--- config.mk ---
export PLATFORM = sky130hd
export DESIGN_NAME = divexec
export DESIGN_NICKNAME = d
export VERILOG_FILES = /design/src/rtl/divexec_pkg.sv /design/src/rtl/divexec_divstep.sv /design/src/rtl/divexec.sv
export SDC_FILE = /design/constraint.sdc
export NUM_CORES = 1
export LEC_CHECK = 0
export BUFFER_PORTS_ARGS = -buffer_cell sky130_fd_sc_hd__buf_2
export CAP_MARGIN = 10
export CORE_MARGIN = 4
export CORE_UTILIZATION = 60
export CTS_BUF_LIST = sky130_fd_sc_hd__clkbuf_2 sky130_fd_sc_hd__clkbuf_4 sky130_fd_sc_hd__clkbuf_8
export DETAILED_ROUTE_END_ITERATION = 6
export HOLD_SLACK_MARGIN = 0.02
export MAX_ROUTING_LAYER = met4
export PLACE_DENSITY = 0.86
export SYNTH_ARGS = -nofsm -noshare
export SYNTH_HDL_FRONTEND = slang
export SYNTH_SLANG_ARGS = --single-unit
--- constraint.sdc ---
create_clock -name clk -period 3.75 [get_ports clk]
set_input_delay 1.125 -clock clk [delete_from_list [all_inputs] [get_ports clk]]
set_output_delay 1.125 -clock clk [all_outputs]
set_load 0.05 [all_outputs]
--- src/rtl/divexec_pkg.sv ---
// Shared definitions for the divide execution unit and its issue-queue users:
// default widths and the 3-bit FSM state encoding.
package divexec_pkg;

    localparam int DIV_DATA_W = 32;
    localparam int DIV_TAG_W  = 6;

    typedef enum logic [2:0] {
        S_IDLE = 3'd0,
        S_PREP = 3'd1,
        S_CALC = 3'd2,
        S_FIX  = 3'd3,
        S_DONE = 3'd4
    } div_state_e;

endpackage

--- src/rtl/divexec_divstep.sv ---
// One restoring division step: shift the next dividend bit into the partial
// remainder, subtract the divisor when it fits, and emit the quotient bit.
module divstep import divexec_pkg::*; #(
    parameter int DATA_W = DIV_DATA_W
) (
    input  logic [DATA_W-1:0] rem_i,
    input  logic [DATA_W-1:0] dvsr_i,
    input  logic              bit_i,
    output logic [DATA_W-1:0] rem_o,
    output logic              q_o
);

    logic [DATA_W:0] shifted;
    logic [DATA_W:0] diff;

    // The shifted remainder needs one extra bit; the difference always fits back in DATA_W.
    assign shifted = {rem_i, bit_i};
    assign diff    = shifted - {1'b0, dvsr_i};
    assign q_o     = (shifted >= {1'b0, dvsr_i});
    assign rem_o   = q_o ? diff[DATA_W-1:0] : shifted[DATA_W-1:0];

endmodule

--- src/rtl/divexec.sv ---
// Multi-cycle signed divider execution unit: accepts one instruction from the
// divide queue, computes the truncated quotient and holds it for the CDB.
module divexec import divexec_pkg::*; #(
    parameter int DATA_W = DIV_DATA_W,
    parameter int TAG_W  = DIV_TAG_W
) (
    input  logic              clk,
    input  logic              reset,
    input  logic [TAG_W-1:0]  issuediv_rdtag,
    input  logic [DATA_W-1:0] issuediv_rsdata,
    input  logic [DATA_W-1:0] issuediv_rtdata,
    input  logic              issuediv_ready,
    output logic              issuediv_done,
    output logic              cdbdiv_req,
    input  logic              cdbdiv_grant,
    output logic [TAG_W-1:0]  cdbdiv_tag,
    output logic [DATA_W-1:0] cdbdiv_data
);

    localparam int CNT_W = $clog2(DATA_W);

    div_state_e        state_q;
    logic [CNT_W-1:0]  cnt_q;
    logic [TAG_W-1:0]  tag_q;
    logic [DATA_W-1:0] rs_q;
    logic [DATA_W-1:0] rt_q;
    logic [DATA_W-1:0] quo_q;
    logic [DATA_W-1:0] rem_q;
    logic [DATA_W-1:0] dvsr_q;
    logic [DATA_W-1:0] data_q;
    logic              sign_q;
    logic              req_q;
    logic [DATA_W-1:0] rem_d;
    logic              qbit_d;

    function automatic logic [DATA_W-1:0] mag(input logic [DATA_W-1:0] v);
        return v[DATA_W-1] ? (~v + 1'b1) : v;
    endfunction

    // quo_q starts as |dividend| and fills with quotient bits as dividend bits shift out.
    divstep #(.DATA_W(DATA_W)) u_step (
        .rem_i  (rem_q),
        .dvsr_i (dvsr_q),
        .bit_i  (quo_q[DATA_W-1]),
        .rem_o  (rem_d),
        .q_o    (qbit_d)
    );

    assign issuediv_done = reset & (state_q == S_IDLE) & issuediv_ready;
    assign cdbdiv_req    = req_q;
    assign cdbdiv_tag    = tag_q;
    assign cdbdiv_data   = data_q;

    always_ff @(posedge clk or negedge reset) begin
        if (!reset) begin
            state_q <= S_IDLE;
            cnt_q   <= '0;
            tag_q   <= '0;
            rs_q    <= '0;
            rt_q    <= '0;
            quo_q   <= '0;
            rem_q   <= '0;
            dvsr_q  <= '0;
            data_q  <= '0;
            sign_q  <= 1'b0;
            req_q   <= 1'b0;
        end else begin
            case (state_q)
                S_IDLE: begin
                    if (issuediv_ready) begin
                        tag_q   <= issuediv_rdtag;
                        rs_q    <= issuediv_rsdata;
                        rt_q    <= issuediv_rtdata;
                        state_q <= S_PREP;
                    end
                end
                S_PREP: begin
                    quo_q  <= mag(rs_q);
                    dvsr_q <= mag(rt_q);
                    rem_q  <= '0;
                    sign_q <= rs_q[DATA_W-1] ^ rt_q[DATA_W-1];
                    // Divide-by-zero skips the iteration and reports all ones.
                    if (rt_q == '0) begin
                        data_q  <= '1;
                        req_q   <= 1'b1;
                        state_q <= S_DONE;
                    end else begin
                        cnt_q   <= CNT_W'(DATA_W - 1);
                        state_q <= S_CALC;
                    end
                end
                S_CALC: begin
                    rem_q <= rem_d;
                    quo_q <= {quo_q[DATA_W-2:0], qbit_d};
                    cnt_q <= cnt_q - 1'b1;
                    if (cnt_q == '0) begin
                        state_q <= S_FIX;
                    end
                end
                S_FIX: begin
                    data_q  <= sign_q ? (~quo_q + 1'b1) : quo_q;
                    req_q   <= 1'b1;
                    state_q <= S_DONE;
                end
                S_DONE: begin
                    if (cdbdiv_grant) begin
                        req_q   <= 1'b0;
                        state_q <= S_IDLE;
                    end
                end
                default: begin
                    state_q <= S_IDLE;
                end
            endcase
        end
    end

endmodule

==> results of run 1 <==
[metal layers]
layer / global-route usage [%] / vias to the layer above
li1: - / 4742
met1: 40.0 / 4828
met2: 39.4 / 428
met3: 5.14 / 68
met4: 7.32 / 0
met5: - / -
[power by group]
part           internal [uW]  leakage [uW]  switching (uW)
combinational           3120       0.00303            4980
clock                   1220      0.000394             921
sequential              3310       0.00253            1180
[flip-flops by register name, indices dropped and copies added (netlist names)]
register     flops
cdbdiv_data     32
state_q          3
cdbdiv_tag       6
rem_q           32
quo_q           32
cnt_q            5
sign_q           1
dvsr_q          32
cdbdiv_req       1
rt_q            32
rs_q            32
[layout make-up]
cell class,instances,area [um^2]
sequential,208,5200
tap,265,332
multi-input combinational,929,6320
clock inverter,7,66.3
fill,1412,6030
clock buffer,54,674
inverter,50,188
timing repair buffer,129,707
[how the worst max path moves through the flow]
stage / end / cells past startpoint / startpoint
after floorplan: issuediv_done / 5 / issuediv_ready
after global placement: cdbdiv_data[30] / 10 / quo_q[0]
after detailed placement: cdbdiv_data[30] / 10 / quo_q[0]
after CTS: cdbdiv_data[30] / 10 / quo_q[0]
after global routing: cdbdiv_data[30] / 10 / quo_q[0]
final: rem_q[30] / 12 / quo_q[31]
[logic make-up after synthesis]
logic type      count (synthesis)  synth area share [%]
compound gates                355                  18.3
mux                            93                  8.47
buf+inv                       121                  3.83
xor+xnor                      112                  8.20
fa+ha+maj                      38                  4.04
simple gates                  331                  13.6
flops                         208                  43.5
[per-stage QoR]
stage / setup slack [ps] / cells
after detailed placement: 518 / 1581
after floorplan: 178 / 1258
after CTS: 517 / 1642
after global routing: 228 / 1642
after global placement: 626 / 1581
final: 485 / 1642
[cells in the final DEF (no fill, tap or decap), types with 11 or more instances in the layout]
cell / instances
nor3_1: 47
ha_1: 37
xnor2_1: 28
inv_1: 49
nand2b_1: 17
a21oi_1: 87
nand2_1: 124
nor4_1: 12
nor2_1: 47
or3_1: 16
o21ai_0: 112
clkbuf_8: 44
o41ai_1: 12
xor2_1: 84
buf_2: 112
a22oi_1: 23
mux2i_1: 27
nand3_1: 15
a32oi_1: 11
buf_4: 15
clkbuf_4: 11
mux2_2: 66
dfrtp_1: 208
o31ai_1: 22
o21ai_1: 22
[worst max-delay path: stages (launching register included)]
cell and delay, ps:
dfrtp_1 340, inv_1 100, ha_1 210, fa_1 410, nor2b_1 190, o21bai_1 120, a2111oi_0 640, buf_4 220
or3_1 180, a21oi_1 90, a311oi_1 340, xnor2_1 190, o21ai_0 110
==> impl_metrics.tcl, run 1 <==
set metrics [dict create \
    outcome "completed" \
    ys_types 61 \
    holdPathEnd "dvsr_q[30]" \
    fmax_ghz 0.306 \
    fin_setup_tns_ps 0 \
    dp_hpwl_um 21300 \
    place_area_mm2 0.0128 \
    numPortBuffers 113 \
    finalNetCount 1465 \
    setup_viol 0 \
    synthesis.nets 1370 \
    cp-start-kind "flip-flop" \
    finalInstanceArea_mm2 0.0135 \
    grt_max_degree 146 \
    layout-drive-gt1-share_pct 20.1 \
    yosys_warnings 0 \
    diodes 0 \
    ctsResizeCount 0 \
    maxCapViolCount 0 \
    synth_top_area_share_pct 43.5 \
    grt_util_all_layers_pct 27.3 \
    finalHoldViolations 0 \
    cts_buffers 35 \
    initial_core_util_pct 61.3 \
    syn_area_mm2 0.0120 \
    synthArstFlopShare_pct 100 \
    rr_startpoint "quo_q[31]" \
    highest_layer "met4" \
    die_y_um 149 \
    rsz0062_at_grt "no" \
    cts_tree "built" \
    crit_type "reg2reg" \
    crit_path_max_fanout 3 \
    drt-pass1-iter-count 5 \
    vias 10100 \
    clock-sinks 208 \
    tightest_slew_ps 1040 \
    rrSetupSlack_ps 490 \
    clock_skew_ps 19.8 \
    m1WireLength_um 13700 \
    fin_total_pwr_uw 14700 \
    yosys-top-cells-count "208 x dfrtp_1, 124 x nand2_1, 112 x o21ai_0" \
    met3_length_um 2320 \
    p_leak_uw 0.00595 \
    drv_slew 0 \
    coreArea_mm2 0.0195 \
    grt_antenna_before_repair 0 \
    grt_remaining_overflow 0 \
    grt_pass1_wl_um 48400 \
    min-delay-start "dvsr_q[30]" \
    post_cts_buffers 0 \
    area_growth_pct 12.8 \
    worst_ir_drop_vdd_v 0.000659 \
    cp_data_required_time_ps 4150 \
    h-tree-depth 2 \
    die_w_um 149 \
    synth-edff-count 0 \
    slew-limit-headroom_pct 30.7 \
    rows 51 \
    wl_um 29700 \
    power.density_mw_per_mm2 1090 \
    drt_iter0_markers 908 \
    postCtsHoldBufs 0 \
    synth_seq_cells 208 \
    fin_crit_sh_pct 87.1 \
    timing.hold.ws_ps 490 \
    drc 0 \
    wl_per_cell_um 18.1 \
    r2r-end "rem_q[30]" \
    yosysMostFrequentCell "dfrtp_1" \
    ioPinCount 114 \
    avgViaCountPerCell 6.13 \
    worstSkewPairLatency_ps 530 \
    ant_nets 0 \
    synth_area_leaders "dfrtp_1 44%, mux2_2 6.2%, xor2_1 6.1%" \
    hold_path.class "reg2reg" \
    hold_depth 2 \
    synth_top_flop_cell "dfrtp_1" \
    syn_avg_cell_area_um2 9.51 \
    clk_pin_slew_ps 70 \
    yosys.area.top_type "dfrtp_1" \
    gp_congestion 0.933 \
    final_core_util_pct 69.1 \
    grt_pass1_vias 9666 \
    finalCriticalPeriod_ps 3260 \
    clk_path_buf_depth 3 \
    cp-end-kind "flip-flop" \
    root_buffer "clkbuf_8" \
    cp.arrival_ps 3660 \
    synth_cells 1258 \
    die_area_mm2 0.0223 \
    met2_length_um 13100 \
    r2r_cells 12 \
    seq_area_frac_synth_pct 43.5 \
]
Power figures use the tool's default switching activity.
==> run 2, diff against run 1 <==
==> constraint.sdc (replaced) <==
create_clock -name clk -period 3.75 [get_ports clk]
set_input_delay 0.375 -clock clk [delete_from_list [all_inputs] [get_ports clk]]
set_output_delay 0.375 -clock clk [all_outputs]
set_load 0.05 [all_outputs]
==> impl_metrics.tcl, run 2 (synthesized netlist as in run 1, its figures left out) <==
set metrics [dict create \
    combPwrFrac_pct 55.5 \
    clock_skew_ps 12.4 \
    outcome "completed" \
    drv_slew 0 \
    pwr-share-seq_pct 30.5 \
    initial_core_util_pct 61.3 \
    cts_buffers 35 \
    fmax_ghz 0.304 \
    hold_path.class "in2reg" \
    power.switching_uw 7020 \
    dp_hpwl_um 20900 \
    die_area_mm2 0.0223 \
    drc 0 \
    die_y_um 149 \
    crit_type "reg2reg" \
    grt_remaining_overflow 0 \
    h-tree-depth 2 \
    slew-limit-headroom_pct 28.3 \
    die_w_um 149 \
    crit_top_cell "o21ai_0" \
    cp_data_required_time_ps 4120 \
    fin_setup_tns_ps 0 \
    avgViaCountPerCell 6.05 \
    setup_ws_ps 460 \
    finalNetCount 1467 \
    swShare_pct 48.1 \
    root_buffer "clkbuf_8" \
    crit_chain "ha_1, a21oi_1, o21ai_0, a211oi_1, o211ai_1, a32oi_1, a21oi_2, buf_4, mux2i_1, o21ai_0" \
    finalCriticalPeriod_ps 3290 \
    fin_crit_sh_pct 87.7 \
    coreArea_mm2 0.0195 \
    ant_nets 0 \
    cts_tree "built" \
    grt_antenna_before_repair 1 \
    ioPinCount 114 \
    worstSkewPairLatency_ps 510 \
    wl_per_cell_um 17.8 \
    drt-pass1-iter-count 5 \
    tightest_slew_ps 1080 \
    wl_um 29300 \
    rrSetupSlack_ps 460 \
    drt_iter0_markers 766 \
    p_leak_uw 0.00594 \
    setup_viol 0 \
    clock-sinks 208 \
    clk_pin_slew_ps 60 \
    cp_slowest_cell "a21oi_2" \
    grt_pass1_wl_um 48300 \
    cp-start-kind "flip-flop" \
    p_int_uw 7580 \
    worst_ir_drop_vdd_v 0.000722 \
    gp_congestion 1.03 \
    area_growth_pct 12.7 \
    cp.arrival_ps 3660 \
    crit_path_max_fanout 15 \
    grt_pass1_vias 9505 \
    rows 51 \
    nFillCells 1448 \
    pre_cts_ws_ps 543 \
    layout-drive-gt1-share_pct 20.0 \
    numPortBuffers 113 \
    maxCapViolCount 0 \
    layout_common_cells "208 x dfrtp_1, 124 x nand2_1, 112 x o21ai_0, 112 x buf_2, 87 x a21oi_1" \
    clk_path_buf_depth 3 \
    rsz0062_at_grt "no" \
    vias 9937 \
    layout_commonest_cell "dfrtp_1" \
    cp-end-kind "flip-flop" \
    max_stage_delay_ps 550 \
    power.density_mw_per_mm2 1080 \
    pwr-share-clk_pct 14.0 \
    grt_util_all_layers_pct 27.3 \
    finalHoldViolations 0 \
    grt_max_degree 125 \
]
-- run 2: cell types whose count changed in the layout (fill, tap and decap cells not counted) --
cell           delta
clkbuf_4          -2
clkbuf_8          -2
clkinv_2          +2
buf_4             +1
clkinvlp_4        +1
diode_2           +1
dlygate4sd3_1     +1
inv_6             -1
-- run 2: layout make-up --
cell class	count	area (um^2)	share of cell area, %
diodes	1	2.50	0.0186
flip-flops and latches	208	5200	38.6
multi-input cells	929	6320	46.9
clock inverters	9	75.1	0.557
repair buffers	131	724	5.37
clock buffers	50	632	4.69
well taps	265	332	2.46
inverters	50	188	1.39
-- run 2: worst paths after layout --
check                                   start              to  cells after the start
max reg2reg                         rem_q[17]        rem_q[8]                     10
min reg2reg                        dvsr_q[26]      dvsr_q[26]                      2
max                                 rem_q[17]        rem_q[8]                     10
min                        issuediv_rsdata[1]         rs_q[1]                      3
min in group asynchronous               reset        rt_q[14]                      2
max in group asynchronous               reset  cdbdiv_data[9]                      3
-- run 2: what timing repair did --
item,CTS,global route
endpoints found under the hold margin,84,0
hold buffers,1,0
setup buffers,0,0
gates resized for setup,0,0
-- run 2: power groups by stage --
| stage | clock [uW] | sequential (uW) | combinational (uW) |
|---|---|---|---|
| 3_3_place_gp | 0 | 4370 | 7740 |
| 6_report | 2050 | 4460 | 8100 |
| 3_5_place_dp | 0 | 4450 | 7940 |
| 4_1_cts | 2080 | 4420 | 8020 |
| 5_1_grt | 2190 | 4600 | 8870 |
| 2_1_floorplan | 0 | 4820 | 5520 |
-- run 2: metrics by stage --
stage | hold slack, ps | std cells | cell area [um^2] | util [%] | total power, uW
floorplan | 79.4 | 1258 | 12000 | - | 10300
global placement | 453 | 1582 | 12800 | 65.4 | 12100
detailed placement | 457 | 1582 | 12800 | 65.4 | 12400
CTS | 65.7 | 1642 | 13500 | 69.0 | 14500
global route | 76.4 | 1643 | 13500 | 69.1 | 15700
finish | 92.1 | 1643 | 13500 | 69.1 | 14600
-- run 2: critical path: cells and delay by family, from the launching register on --
kind	cells	cell delay, ps
AOI/OAI and AO/OA	7	1730
adders and majority gates	1	410
buffers and inverters	1	380
muxes	1	220
DFF	1	410
-- run 2: metal layers --
layer / wire length, um / global-route usage [%]
met5: 0 / -
met3: 2130 / 4.50
met1: 13800 / 40.3
met4: 485 / 5.90
met2: 12900 / 40.2
==> run 3, diff against run 2 <==
BUFFER_PORTS_ARGS = -buffer_cell sky130_fd_sc_hd__clkbuf_2   (was -buffer_cell sky130_fd_sc_hd__buf_2)
HOLD_SLACK_MARGIN = 0.1   (was 0.02)
==> impl_metrics.tcl, run 3 (synthesized netlist as in run 1, its figures left out) <==
set metrics [dict create \
    outcome "completed" \
    crit_path_max_fanout 10 \
    wl_um 33200 \
    grt_util_all_layers_pct 31.1 \
    fin_cells 1695 \
    combPwrFrac_pct 55.7 \
    finalCriticalPeriod_ps 3430 \
    rows 51 \
    cp.arrival_ps 3870 \
    p_int_uw 7540 \
    diodes 0 \
    crit_type "reg2reg" \
    nFillCells 1335 \
    initial_core_util_pct 61.3 \
    cts_tree "built" \
    layout_commonest_cell "dfrtp_1" \
    fin_setup_tns_ps 0 \
    finalNetCount 1522 \
    clk_pin_slew_ps 60 \
    avgViaCountPerCell 6.24 \
    maxCapViolCount 0 \
    rsz0062_at_grt "no" \
    root_buffer "clkbuf_8" \
    drt_iter0_markers 1068 \
    gp_congestion 0.923 \
    grt_pass1_wl_um 54300 \
    fin_crit_sh_pct 91.6 \
    drt-pass1-iter-count 5 \
    wl_per_cell_um 19.6 \
    layout_common_cells "208 x dfrtp_1, 124 x nand2_1, 112 x o21ai_0, 112 x clkbuf_2, 87 x a21oi_1" \
    worstSkewPairLatency_ps 520 \
    cp-start-kind "flip-flop" \
    cts_buffers 35 \
    grt_max_degree 148 \
    drc 0 \
    hold_path.class "in2reg" \
    slew-limit-headroom_pct 27.3 \
    cp-end-kind "flip-flop" \
    clock_skew_ps 12.5 \
    ioPinCount 114 \
    post_cts_buffers 0 \
    worst_ir_drop_vdd_v 0.000650 \
    fmax_ghz 0.291 \
    area_growth_pct 17.0 \
    grt_remaining_overflow 0 \
    tightest_slew_ps 1060 \
    h-tree-depth 2 \
    pwr-share-seq_pct 30.8 \
    dpl.cell_count 1579 \
    cp_data_required_time_ps 4180 \
    grt_pass1_vias 10400 \
    postCtsHoldBufs 58 \
    power.switching_uw 7220 \
    p_leak_uw 0.00618 \
    place_area_mm2 0.0127 \
    clock-sinks 208 \
    die_w_um 149 \
    finalInstanceArea_mm2 0.0140 \
    ant_nets 0 \
    pwr-share-clk_pct 13.6 \
    dp_hpwl_um 20800 \
    finalHoldViolations 0 \
    layout-drive-gt1-share_pct 19.0 \
    grt_antenna_before_repair 0 \
    numPortBuffers 113 \
    swShare_pct 48.9 \
    drv_slew 0 \
    coreArea_mm2 0.0195 \
    setup_viol 0 \
    power.density_mw_per_mm2 1050 \
    vias 10600 \
    clk_path_buf_depth 3 \
    die_area_mm2 0.0223 \
    die_y_um 149 \
    ctsResizeCount 0 \
]
==> run 3: layer usage <==
metal | track usage [%] | part of all wire, %
met5 | - | 0
met4 | 11.0 | 3.3
met3 | 6.11 | 7.9
met2 | 45.8 | 45
met1 | 43.3 | 44
==> run 3: power by group through the flow <==
stage / registers [uW] / clock network, uW / logic (uW)
floorplan: 4820 / 0 / 5520
global placement: 4390 / 0 / 7670
detailed placement: 4470 / 0 / 7880
CTS: 4440 / 2000 / 8000
global route: 4660 / 2120 / 9020
finish: 4540 / 2000 / 8220
==> run 3: per-stage QoR <==
| stage | util, % | total power [uW] | hold slack [ps] | setup WS, ps |
|---|---|---|---|---|
| after floorplan | - | 10300 | 79.4 | 771 |
| after global placement | 65.3 | 12100 | 387 | 552 |
| after detailed placement | 65.3 | 12300 | 388 | 401 |
| after CTS | 71.7 | 14400 | 100 | 366 |
| after global routing | 71.7 | 15800 | 101 | 93.7 |
| final | 71.7 | 14800 | 89.9 | 316 |
==> run 3: worst max-delay path: stages (launching register included) <==
cell and delay (ps):
dfrtp_1 400, ha_1 390, a21o_1 220, and3_1 180
a2111oi_0 700, nand2_1 210, a32oi_1 440, a21o_1 340
buf_4 230, a32oi_1 100, o21ai_0 130
==> run 3: layout make-up <==
type                       count  area, um^2  area share (%)
sequential                   208        5200            37.2
inverter                      50         188            1.34
clock buffer                  53         648            4.63
timing repair buffer         186        1280            9.16
multi-input combinational    929        6320            45.2
tap                          265         332            2.37
clock inverter                 4        22.5           0.161
==> run 3: final timing paths <==
check / slack (ps) / from / endpoint / depth (start not counted)
worst max-delay path: 320 / rem_q[9] / rem_q[29] / 10
worst min-delay path: 90 / issuediv_rtdata[4] / rt_q[4] / 2
worst max register to register: 320 / rem_q[9] / rem_q[29] / 10
worst min register to register: 480 / dvsr_q[25] / dvsr_q[25] / 2
max in group asynchronous: 2070 / reset / rt_q[13] / 3
min in group asynchronous: 400 / reset / rt_q[0] / 2
